<file path="src/rtl/pkg_midi.sv">
// Shared MIDI constants and message/voice types for the voice allocator slice.
package pkg_midi;

  localparam logic [3:0] NOTE_OFF   = 4'h8;
  localparam logic [3:0] NOTE_ON    = 4'h9;
  localparam logic [3:0] CC         = 4'hB;
  localparam logic [6:0] CC_SUSTAIN = 7'd64;
  localparam logic [6:0] CC_ALL_OFF = 7'd123;

  typedef struct packed {
    logic [3:0] msg_type;
    logic [6:0] d1;
    logic [6:0] d2;
  } midi_msg_t;

  typedef struct packed {
    logic       gate;
    logic [6:0] note;
    logic [6:0] vel;
  } voice_t;

endpackage

</file>
<file path="src/rtl/mod_midi_msg_parser.sv">
// MIDI byte-stream parser with running status for one channel; emits a complete
// channel-voice message as a 1-cycle strobe in the same cycle as its last data byte.
module mod_midi_msg_parser
  import pkg_midi::*;
#(
  parameter logic [3:0] MIDI_CHANNEL = 4'd0
) (
  input  logic      i_clk,
  input  logic      i_rst,
  input  logic [7:0] i_midi_byte,
  input  logic      i_midi_valid,
  output midi_msg_t o_msg,
  output logic      o_msg_valid
);

  typedef enum logic [1:0] {StIdle, StData1, StData2, StSkip} state_e;

  state_e     state_q, state_d;
  logic [3:0] type_q, type_d;
  logic [6:0] d1_q, d1_d;
  logic       accept;

  always_comb begin
    state_d     = state_q;
    type_d      = type_q;
    d1_d        = d1_q;
    o_msg_valid = 1'b0;
    o_msg       = '{msg_type: type_q, d1: d1_q, d2: i_midi_byte[6:0]};
    accept      = (i_midi_byte[3:0] == MIDI_CHANNEL) &&
                  (i_midi_byte[7:4] inside {NOTE_OFF, NOTE_ON, CC});
    // Real-time bytes (F8-FF) pass through without touching any state.
    if (i_midi_valid && (i_midi_byte[7:3] != 5'b11111)) begin
      if (i_midi_byte[7:4] == 4'hF) begin
        type_d  = 4'h0;
        state_d = StIdle;
      end else if (i_midi_byte[7]) begin
        type_d  = i_midi_byte[7:4];
        state_d = accept ? StData1 : StSkip;
      end else begin
        case (state_q)
          StData1: begin
            d1_d    = i_midi_byte[6:0];
            state_d = StData2;
          end
          StData2: begin
            o_msg_valid = 1'b1;
            state_d     = StData1;
          end
          default: ;
        endcase
      end
    end
  end

  always_ff @(posedge i_clk or posedge i_rst) begin
    if (i_rst) begin
      state_q <= StIdle;
      type_q  <= 4'h0;
      d1_q    <= 7'd0;
    end else begin
      state_q <= state_d;
      type_q  <= type_d;
      d1_q    <= d1_d;
    end
  end

endmodule

</file>
<file path="src/rtl/mod_voice_allocator.sv">
// Polyphonic voice allocator: free-voice search, same-note retrigger, oldest-voice steal.
// Optional sustain pedal (CC64) enabled by defining FPGAUDIO_SUSTAIN_PEDAL_EN.
module mod_voice_allocator
  import pkg_midi::*;
#(
  parameter int unsigned NUM_VOICES   = 4,
  parameter logic [3:0]  MIDI_CHANNEL = 4'd0
) (
  input  logic                              i_clk,
  input  logic                              i_rst,
  input  logic [7:0]                        i_midi_byte,
  input  logic                              i_midi_valid,
  output logic [NUM_VOICES-1:0]             o_voice_gate,
  output logic [NUM_VOICES-1:0][6:0]        o_voice_note,
  output logic [NUM_VOICES-1:0][6:0]        o_voice_vel,
  output logic                              o_voice_update,
  output logic [$clog2(NUM_VOICES+1)-1:0]   o_active_count
);

  localparam int unsigned IdxW = $clog2(NUM_VOICES);
  localparam int unsigned CntW = $clog2(NUM_VOICES + 1);
  localparam logic [IdxW-1:0] AgeMax = IdxW'(NUM_VOICES - 1);

  midi_msg_t msg;
  logic      msg_valid;

  mod_midi_msg_parser #(
    .MIDI_CHANNEL (MIDI_CHANNEL)
  ) u_parser (
    .i_clk        (i_clk),
    .i_rst        (i_rst),
    .i_midi_byte  (i_midi_byte),
    .i_midi_valid (i_midi_valid),
    .o_msg        (msg),
    .o_msg_valid  (msg_valid)
  );

  voice_t [NUM_VOICES-1:0] voice_q, voice_d;
  logic [NUM_VOICES-1:0][IdxW-1:0] age_q, age_d;
  logic            update_q;
  logic [CntW-1:0] active_q, active_d;

  logic            is_on, is_off, is_all_off;
  logic            hit_found, free_found;
  logic [IdxW-1:0] hit_idx, free_idx, old_idx, chosen, old_age;

`ifdef FPGAUDIO_SUSTAIN_PEDAL_EN
  logic                  pedal_q, pedal_d;
  logic [NUM_VOICES-1:0] sus_q, sus_d;
`endif

  always_comb begin
    is_on      = (msg.msg_type == NOTE_ON) && (msg.d2 != 7'd0);
    is_off     = (msg.msg_type == NOTE_OFF) || ((msg.msg_type == NOTE_ON) && (msg.d2 == 7'd0));
    is_all_off = (msg.msg_type == CC) && (msg.d1 == CC_ALL_OFF);

    // Descending scans so the lowest qualifying index wins; >= gives age ties to low index.
    hit_found  = 1'b0;
    free_found = 1'b0;
    hit_idx    = '0;
    free_idx   = '0;
    old_idx    = '0;
    old_age    = '0;
    for (int i = NUM_VOICES - 1; i >= 0; i--) begin
      if (voice_q[i].gate && (voice_q[i].note == msg.d1)) begin
        hit_found = 1'b1;
        hit_idx   = IdxW'(i);
      end
      if (!voice_q[i].gate) begin
        free_found = 1'b1;
        free_idx   = IdxW'(i);
      end
      if (age_q[i] >= old_age) begin
        old_age = age_q[i];
        old_idx = IdxW'(i);
      end
    end
    chosen = hit_found ? hit_idx : (free_found ? free_idx : old_idx);
  end

  always_comb begin
    voice_d = voice_q;
    age_d   = age_q;
`ifdef FPGAUDIO_SUSTAIN_PEDAL_EN
    pedal_d = pedal_q;
    sus_d   = sus_q;
`endif
    if (msg_valid) begin
      if (is_on) begin
        for (int i = 0; i < NUM_VOICES; i++) begin
          if (voice_q[i].gate && (IdxW'(i) != chosen) && (age_q[i] != AgeMax)) begin
            age_d[i] = age_q[i] + 1'b1;
          end
        end
        voice_d[chosen] = '{gate: 1'b1, note: msg.d1, vel: msg.d2};
        age_d[chosen]   = '0;
`ifdef FPGAUDIO_SUSTAIN_PEDAL_EN
        sus_d[chosen]   = 1'b0;
`endif
      end else if (is_off) begin
        if (hit_found) begin
`ifdef FPGAUDIO_SUSTAIN_PEDAL_EN
          if (pedal_q) sus_d[hit_idx] = 1'b1;
          else         voice_d[hit_idx].gate = 1'b0;
`else
          voice_d[hit_idx].gate = 1'b0;
`endif
        end
      end else if (is_all_off) begin
        for (int i = 0; i < NUM_VOICES; i++) voice_d[i].gate = 1'b0;
`ifdef FPGAUDIO_SUSTAIN_PEDAL_EN
        pedal_d = 1'b0;
        sus_d   = '0;
`endif
      end
`ifdef FPGAUDIO_SUSTAIN_PEDAL_EN
      else if ((msg.msg_type == CC) && (msg.d1 == CC_SUSTAIN)) begin
        pedal_d = msg.d2[6];
        if (pedal_q && !msg.d2[6]) begin
          for (int i = 0; i < NUM_VOICES; i++) begin
            if (sus_q[i]) voice_d[i].gate = 1'b0;
          end
          sus_d = '0;
        end
      end
`endif
    end

    active_d = '0;
    for (int i = 0; i < NUM_VOICES; i++) active_d = active_d + CntW'(voice_d[i].gate);
  end

  always_ff @(posedge i_clk or posedge i_rst) begin
    if (i_rst) begin
      voice_q  <= '0;
      age_q    <= '0;
      update_q <= 1'b0;
      active_q <= '0;
    end else begin
      voice_q  <= voice_d;
      age_q    <= age_d;
      update_q <= (voice_d != voice_q);
      active_q <= active_d;
    end
  end

`ifdef FPGAUDIO_SUSTAIN_PEDAL_EN
  always_ff @(posedge i_clk or posedge i_rst) begin
    if (i_rst) begin
      pedal_q <= 1'b0;
      sus_q   <= '0;
    end else begin
      pedal_q <= pedal_d;
      sus_q   <= sus_d;
    end
  end
`endif

  always_comb begin
    for (int i = 0; i < NUM_VOICES; i++) begin
      o_voice_gate[i] = voice_q[i].gate;
      o_voice_note[i] = voice_q[i].note;
      o_voice_vel[i]  = voice_q[i].vel;
    end
  end

  assign o_voice_update = update_q;
  assign o_active_count = active_q;

endmodule
</file>
<file path="config.mk">
export PLATFORM = sky130hd
export DESIGN_NAME = mod_voice_allocator
export DESIGN_NICKNAME = d
export VERILOG_FILES = /design/src/rtl/pkg_midi.sv /design/src/rtl/mod_midi_msg_parser.sv /design/src/rtl/mod_voice_allocator.sv
export SDC_FILE = /design/constraint.sdc
export NUM_CORES = 1
export LEC_CHECK = 0
export BUFFER_PORTS_ARGS = -buffer_cell sky130_fd_sc_hd__buf_2
export CELL_PAD_IN_SITES_DETAIL_PLACEMENT = 1
export CELL_PAD_IN_SITES_GLOBAL_PLACEMENT = 1
export CORE_MARGIN = 2
export CORE_UTILIZATION = 41
export DETAILED_ROUTE_END_ITERATION = 7
export PLACE_DENSITY = 0.87
export SKIP_LAST_GASP = 1
export SLEW_MARGIN = 30
export SYNTH_ARGS = -nofsm -noshare
export SYNTH_HDL_FRONTEND = slang
export SYNTH_SLANG_ARGS = --single-unit
</file>
<file path="constraint.sdc">
create_clock -name i_clk -period 4.58 [get_ports i_clk]
set_input_delay 0.687 -clock i_clk [delete_from_list [all_inputs] [get_ports i_clk]]
set_output_delay 0.687 -clock i_clk [all_outputs]
set_load 0.005 [all_outputs]
</file>
==> summary.txt, run 1 <==
Clock tree
  • Root Buffer: clkbuf_16
  • Reg clk slew, reported paths: 0.06 ns
  • Clk sinks: 85
  • Clock latency on the worst-skew pair: 0.35 ns
  • TritonCTS clock tree: built
  • Num CTS Buffers: 9
  • Maximum clock insertion buffer count: 2
  • Htree depth: 3

Global route
  • Grt total ovfl: 0
  • First-pass GRT wire length: ~24000 um
  • Tot GR Track Use: between 20 and 25%
  • Largest net degree at the start of global routing: 54
  • Vias in the first global route: ~4400
  • Initial antenna violation count: 0

Final layout
  • Area growth from synthesis to layout: 17.8%
  • Final core occ: 49.4%
  • Area of the multi-input gates: 2680 um2
  • Fin nets: between 500 and 600
  • Antenna cell count: 0
  • Most common cell after layout, fill and taps aside: dfrtp_1
  • Most frequent cells in the layout: dfrtp_1, buf_2, nand2_1
  • FF/Latch Area: between 2000 and 2500 um2
  • Fraction of final layout cells sized beyond drive strength 1: around a third
  • Fill cells: about 1400

Floorplan
  • Die area: ~13000 um2
  • Die Span Y: roughly 110 um
  • Starting density of the core: 42.0%
  • Die Wd: 115 um
  • Std-Cell Core Area: 12000 um2
  • Ports: 75
  • Row count: 40

Worst setup path
  • FF-to-FF Start: age_q[4]
  • Crit path arrival time: 4.66 ns
  • Reg2Reg Setup Slack: 0.15 ns
  • R2R depth: 20
  • CP Data Required Time: 4.81 ns
  • Critical path capture point type: register
  • Critical Path Source Type: register
  • Max FO, Critical Path: 3
  • Critical path class: reg -> reg
  • Worst R2R End: o_active_count[1]

Placement
  • PortBufs: 74
  • Pre-CTS WS: -0.105 ns
  • Hpwl dp: about 11000 um
  • RD Place Congestion: 0.901

Logic synthesis
  • Synth Cell Area: 5020 um2
  • Avg Cell Area, Syn: roughly 11 um2
  • Post-synth EDFFs: 0
  • Syn Inst Count: 470
  • Yosys warns: 0
  • Synth Flop Type: dfrtp_1
  • Synth Net Count: 496
  • Synth Register Bits: between 80 and 90
  • Synth area leaders: dfrtp_1, mux2_4, xor2_1
  • Async S/R FF share, synth: 100%
  • Netlist cell types: 70
  • Post-synth top area share: 42.4%
  • Sequential area share after synthesis: a little over two fifths
  • Post-synth top area cell: dfrtp_1

Pwr
  • PwrDens: 428 nW/um2
  • Leak Pwr: 2.91 nW
  • Max IR drop VDD: roughly 0.00016 V
  • Total power draw: 2.53 mW

Routing
  • Detailed Route Iter0 Violations: ~240
  • Routed wire length: 15100 um
  • Vias/cell: 5.84
  • DRT Pass-1 Iters: 4
  • Via Count: around 4100
  • Antenna viol nets, final: 0
  • DR DRC count: 0
  • WL/cell: 21.6 um

Timing
  • Maximum clock rate: 0.226 GHz
  • Final setup viols: 0
  • Period utilisation layout: 96.8%
  • Fin. Hold Viols: 0
  • Clk_skew: approximately 0.0088 ns
  • Relative slew slack: 48.3%
  • Setup_tns: 0 ns
  • Worst Max-Slew Pin Slew: 0.769 ns
  • Post-route setup slack: 0.148 ns
  • Period minus WS final: about 4.4 ns
  • Max Slew Vio Count: 0

Run
  • Max-cap violations: 0

Run status
  • Status: finished, final reports clean

Min path
  • Hold crit path type: in -> async
[per-stage QoR]
stage / std cells / cell area, um2 / hold WS, ns
floorplan: 470 / 5030 / 0.458
global placement: 673 / 5480 / 0.483
global route: 698 / 5910 / 0.492
detailed placement: 673 / 5480 / 0.497
finish: 698 / 5910 / 0.438
CTS: 693 / 5810 / 0.535
[worst max-delay path by stage]
stage,end,cells past startpoint,slack (ns),start
after global placement,o_active_count[1],19,0.14,age_q[5]
after detailed placement,o_active_count[1],19,-0.11,age_q[5]
after floorplan,o_active_count[1],21,0.007,age_q[4]
after CTS,o_active_count[1],20,0.02,age_q[4]
after global routing,o_active_count[1],20,-0.02,age_q[4]
final,o_active_count[1],20,0.15,age_q[4]
[critical path, stage by stage (launching register included)]
cell and delay (ns):
dfrtp_1 0.35, inv_1 0.06, ha_1 0.30, nor2b_2 0.13
o21bai_2 0.08, mux2_4 0.31, ha_1 0.27, nand2b_1 0.15
a21oi_2 0.20, nand2_1 0.09, o21ai_2 0.08, ha_4 0.23
nand2b_4 0.15, a211o_1 0.29, o21a_1 0.23, nor4_4 0.16
o21a_1 0.20, o21bai_4 0.14, fa_1 0.42, ha_2 0.20
ha_1 0.26
[sequential cells by signal, indices dropped and copies added, names as in the netlist]
register	cells
age_q	8
o_active_count	3
o_voice_gate	4
o_voice_note	28
o_voice_update	1
o_voice_vel	28
u_parser.d1_q	7
u_parser.state_q	2
u_parser.type_q	4
[Yosys cell counts (all sizes together), types with 3 or more instances]
cell type / count
dfrtp: 85
nand2: 46
mux2: 42
o21ai: 31
inv: 26
xor2: 26
xnor2: 20
buf: 17
nor2: 15
ha: 14
clkbuf: 13
a21oi: 12
nand4: 11
nand3: 10
nor4: 10
nor3: 9
o22ai: 8
nand2b: 6
a31oi: 5
nand4b: 5
nor2b: 4
o21a: 4
o31ai: 4
a41oi: 3
and2: 3
nor3b: 3
[layer usage]
layer | global-route usage (%) | share of wire [%] | vias up
li1 | - | - | 1825
met1 | 30.3 | 42 | 2094
met2 | 39.8 | 50 | 113
met3 | 4.87 | 4.3 | 46
met4 | 10.7 | 3.5 | 0
met5 | 0 | 0 | -
[layout make-up]
cell class	count	area share, %
multi-input combinational	329	45.4
sequential	85	36.0
timing repair buffer	95	8.93
clock buffer	12	4.34
tap	147	3.11
inverter	26	1.69
clock inverter	4	0.550
[kinds of logic after synthesis]
family                     share of synthesized area [%]
and+or+nand+nor                                     15.2
AOI/OAI and AO/OA                                   12.6
DFF                                                 42.4
buffers and inverters                               5.91
xor gates and xnor gates                            8.03
muxes                                               12.0
adders and majority gates                           3.89
[what timing repair did]
item / 4_1_cts / 5_1_grt
gates resized for setup: 5 / 10
hold buffers: 0 / 0
pin swaps: 6 / 9
buffers inserted: 4 / 5
endpoints found under the setup margin: 2 / 3
[where the power goes]
| group | switching (mW) | total, mW | internal [mW] |
|---|---|---|---|
| sequential | 0.172 | 1.02 | 0.848 |
| clock | 0.308 | 0.707 | 0.399 |
| combinational | 0.434 | 0.801 | 0.368 |
Note: power is estimated with default switching activity, not from simulation.
==> inputs of run 2 (changes only) <==
- MAX_ROUTING_LAYER: default -> met4
==> run 2 against run 1 <==
Against the previous run: worst hold slack improved by 0.0036 ns; largest cell class unchanged; global-route usage decreased by 0.32 points; highest routed layer unchanged; critical endpoint unchanged; clock power decreased by 5.1%; maximum frequency decreased by 0.48%; sequential cell count unchanged.
==> summary.txt, run 2 (same netlist as run 1, synthesis figures left out) <==
Run status
  • Status: finished, final reports clean (unchanged)

Worst setup path
  • Worst path bufs/invs: 0 (was 1)
  • Largest stage delay, worst path: 0.43 ns (was 0.42 ns)
  • Max FO, Critical Path: 3 (unchanged)
  • CP cell instances: ha_1 > nor2b_1 > o21bai_2 > mux2_4 > ha_1 > nand2b_4 > a21oi_4 > nand2_1 > o21ai_1 > ha_1 > nand2b_4 > a211o_1 > o21a_1 > nor4_4 > o21a_1 > o21bai_4 > fa_1 > ha_2 > ha_4 (was inv_1 > ha_1 > nor2b_2 > o21bai_2 > mux2_4 > ha_1 > nand2b_1 > a21oi_2 > nand2_1 > o21ai_2 > ha_4 > nand2b_4 > a211o_1 > o21a_1 > nor4_4 > o21a_1 > o21bai_4 > fa_1 > ha_2 > ha_1)
  • CP most frequent cell: ha_1 (unchanged)
  • Crit path arrival time: 4.69 ns (was 4.66 ns)
  • CP delay by family, top: adder cells (unchanged)
  • Critical path class: reg -> reg (unchanged)
  • CP Data Required Time: 4.82 ns (was 4.81 ns)
  • Slowest stage cell, crit path: fa_1 (unchanged)
  • Critical path capture point type: register (unchanged)
  • Critical Path Source Type: register (unchanged)

Global route
  • Vias in the first global route: 4262 (was 4430)
  • Most used routing layer in global routing: met2 (unchanged)
  • Grt total ovfl: 0 (unchanged)
  • First-pass GRT wire length: 23100 um (was 24100 um)
  • Initial antenna violation count: 0 (unchanged)
  • Met3 GRT Util: 2.75% (was 4.87%)
  • Tot GR Track Use: 23.7% (was 24.0%)
  • Global routing usage on met2: 40.1% (was 39.8%)
  • Met1 Use GR: 28.8% (was 30.3%)
  • Largest net degree at the start of global routing: 52 (was 54)

Final layout
  • Most frequent cells in the layout: dfrtp_1, buf_2, nand2_1 (unchanged)
  • Area growth from synthesis to layout: 16.4% (was 17.8%)
  • Fraction of final layout cells sized beyond drive strength 1: 31.9% (was 32.8%)
  • Antenna cell count: 0 (unchanged)
  • Fin nets: 567 (was 572)
  • Most common cell after layout, fill and taps aside: dfrtp_1 (unchanged)

Floorplan
  • Die Span Y: 115 um (unchanged)
  • Std-Cell Core Area: 12000 um2 (unchanged)
  • Row count: 40 (unchanged)
  • Die Wd: 115 um (unchanged)
  • Ports: 75 (unchanged)
  • Starting density of the core: 42.0% (unchanged)
  • Die area: 13100 um2 (unchanged)

Timing
  • Setup_tns: 0 ns (unchanged)
  • Maximum clock rate: 0.225 GHz (was 0.226 GHz)
  • RSZ-0062 raised after global routing: no
  • Fin. Hold Viols: 0 (unchanged)
  • Period minus WS final: 4.45 ns (was 4.43 ns)
  • Worst Max-Slew Pin Slew: 0.759 ns (was 0.769 ns)
  • Hold slack: 0.442 ns (was 0.438 ns)
  • Final setup viols: 0 (unchanged)
  • Period utilisation layout: 97.2% (was 96.8%)
  • Clk_skew: 0.00721 ns (was 0.00877 ns)
  • Relative slew slack: 49.0% (was 48.3%)
  • Max Slew Vio Count: 0 (unchanged)

Pwr
  • Switching Share: 36.6% (was 36.1%)
  • Max IR drop VDD: 0.000166 V (was 0.000157 V)
  • Leak Pwr: 2.90 nW (was 2.91 nW)
  • Power share of the combinational group: 32.0% (was 31.7%)
  • Power share of the sequential group: 41.0% (was 40.4%)
  • Internal Dissipation: 1.58 mW (was 1.61 mW)
  • PwrDens: 425 nW/um2 (was 428 nW/um2)
  • Clock network fraction of design power: 27.0% (was 28.0%)
  • Switch Pwr: 0.908 mW (was 0.914 mW)

Routing
  • Via Count: 4043 (was 4078)
  • DRT Pass-1 Iters: 5 (was 4)
  • Vias/cell: 5.83 (was 5.84)
  • WL/cell: 21.5 um (was 21.6 um)
  • Antenna viol nets, final: 0 (unchanged)
  • Detailed Route Iter0 Violations: 263 (was 235)
  • Routed wire length: 14900 um (was 15100 um)
  • DR DRC count: 0 (unchanged)

Run
  • Max-cap violations: 0 (unchanged)

Clock tree
  • Htree depth: 3 (unchanged)
  • Root Buffer: clkbuf_16 (unchanged)
  • TritonCTS clock tree: built (unchanged)
  • Clk sinks: 85 (unchanged)
  • Reg clk slew, reported paths: 0.06 ns (about the same)
  • CTS hold repair buffers: 0 (unchanged)
  • Clock latency on the worst-skew pair: 0.35 ns (about the same)
  • Maximum clock insertion buffer count: 2 (unchanged)
  • Num CTS Buffers: 9 (unchanged)

Placement
  • Hpwl dp: 10900 um (was 10800 um)
  • PortBufs: 74 (unchanged)
  • RD Place Congestion: 0.932 (was 0.901)

Min path
  • Hold crit path type: in -> async (unchanged)
run 2: changes by cell type in the layout (fill, tap and decap cells not counted), sizes merged:
| cell | change |
|---|---|
| buf | -5 |
| clkbuf | -3 |
| clkinvlp | -2 |
| clkinv | +5 |
run 2: cell type report:
cell class	instances	area, um2
clock inverters	7	42.5
flip-flops and latches	85	2130
inverters	26	100
well taps	147	184
multi-input cells	329	2670
repair buffers	90	490
clock buffers	9	225
fillers	1314	6120
run 2: timing repair:
action                                  in CTS  in global routing
endpoints found under the setup margin       0                  3
hold endpoints to repair                     0                  0
gates resized for setup                      0                 13
buffers inserted                             0                  4
run 2: metrics by stage:
step	power (mW)	instance area, um2	util (%)	setup WS, ns	instances
final	2.48	5840	48.8	0.127	693
after global routing	2.61	5840	48.8	0.0203	693
after CTS	2.43	5740	48.0	0.00124	689
after detailed placement	1.76	5480	45.8	0.0294	673
after global placement	1.71	5480	45.8	0.146	673
after floorplan	1.52	5030	-	0.00721	470
run 2: metal layers:
metal	wire length, um	share of wire [%]
met5	0	0
met4	395	2.6
met3	671	4.5
met2	7570	51
met1	6290	42
run 2: final timing paths:
path	start	end	cells past startpoint	slack, ns
min in group i_clk	u_parser.type_q[1]	u_parser.type_q[1]	2	0.52
setup / recovery	age_q[6]	o_active_count[1]	19	0.13
hold reg to reg	u_parser.type_q[1]	u_parser.type_q[1]	2	0.52
setup reg to reg	age_q[6]	o_active_count[1]	19	0.13
max in group asynchronous	i_rst	o_voice_vel[24]	3	3.22
hold / removal	i_rst	o_voice_note[5]	2	0.44
run 2: power by group through the flow:
stage	sequential, mW	clock, mW	combinational [mW]
global placement	1.02	0	0.687
floorplan	0.924	0	0.599
detailed placement	1.03	0	0.735
global route	1.03	0.704	0.874
CTS	1.02	0.675	0.742
finish	1.02	0.671	0.795
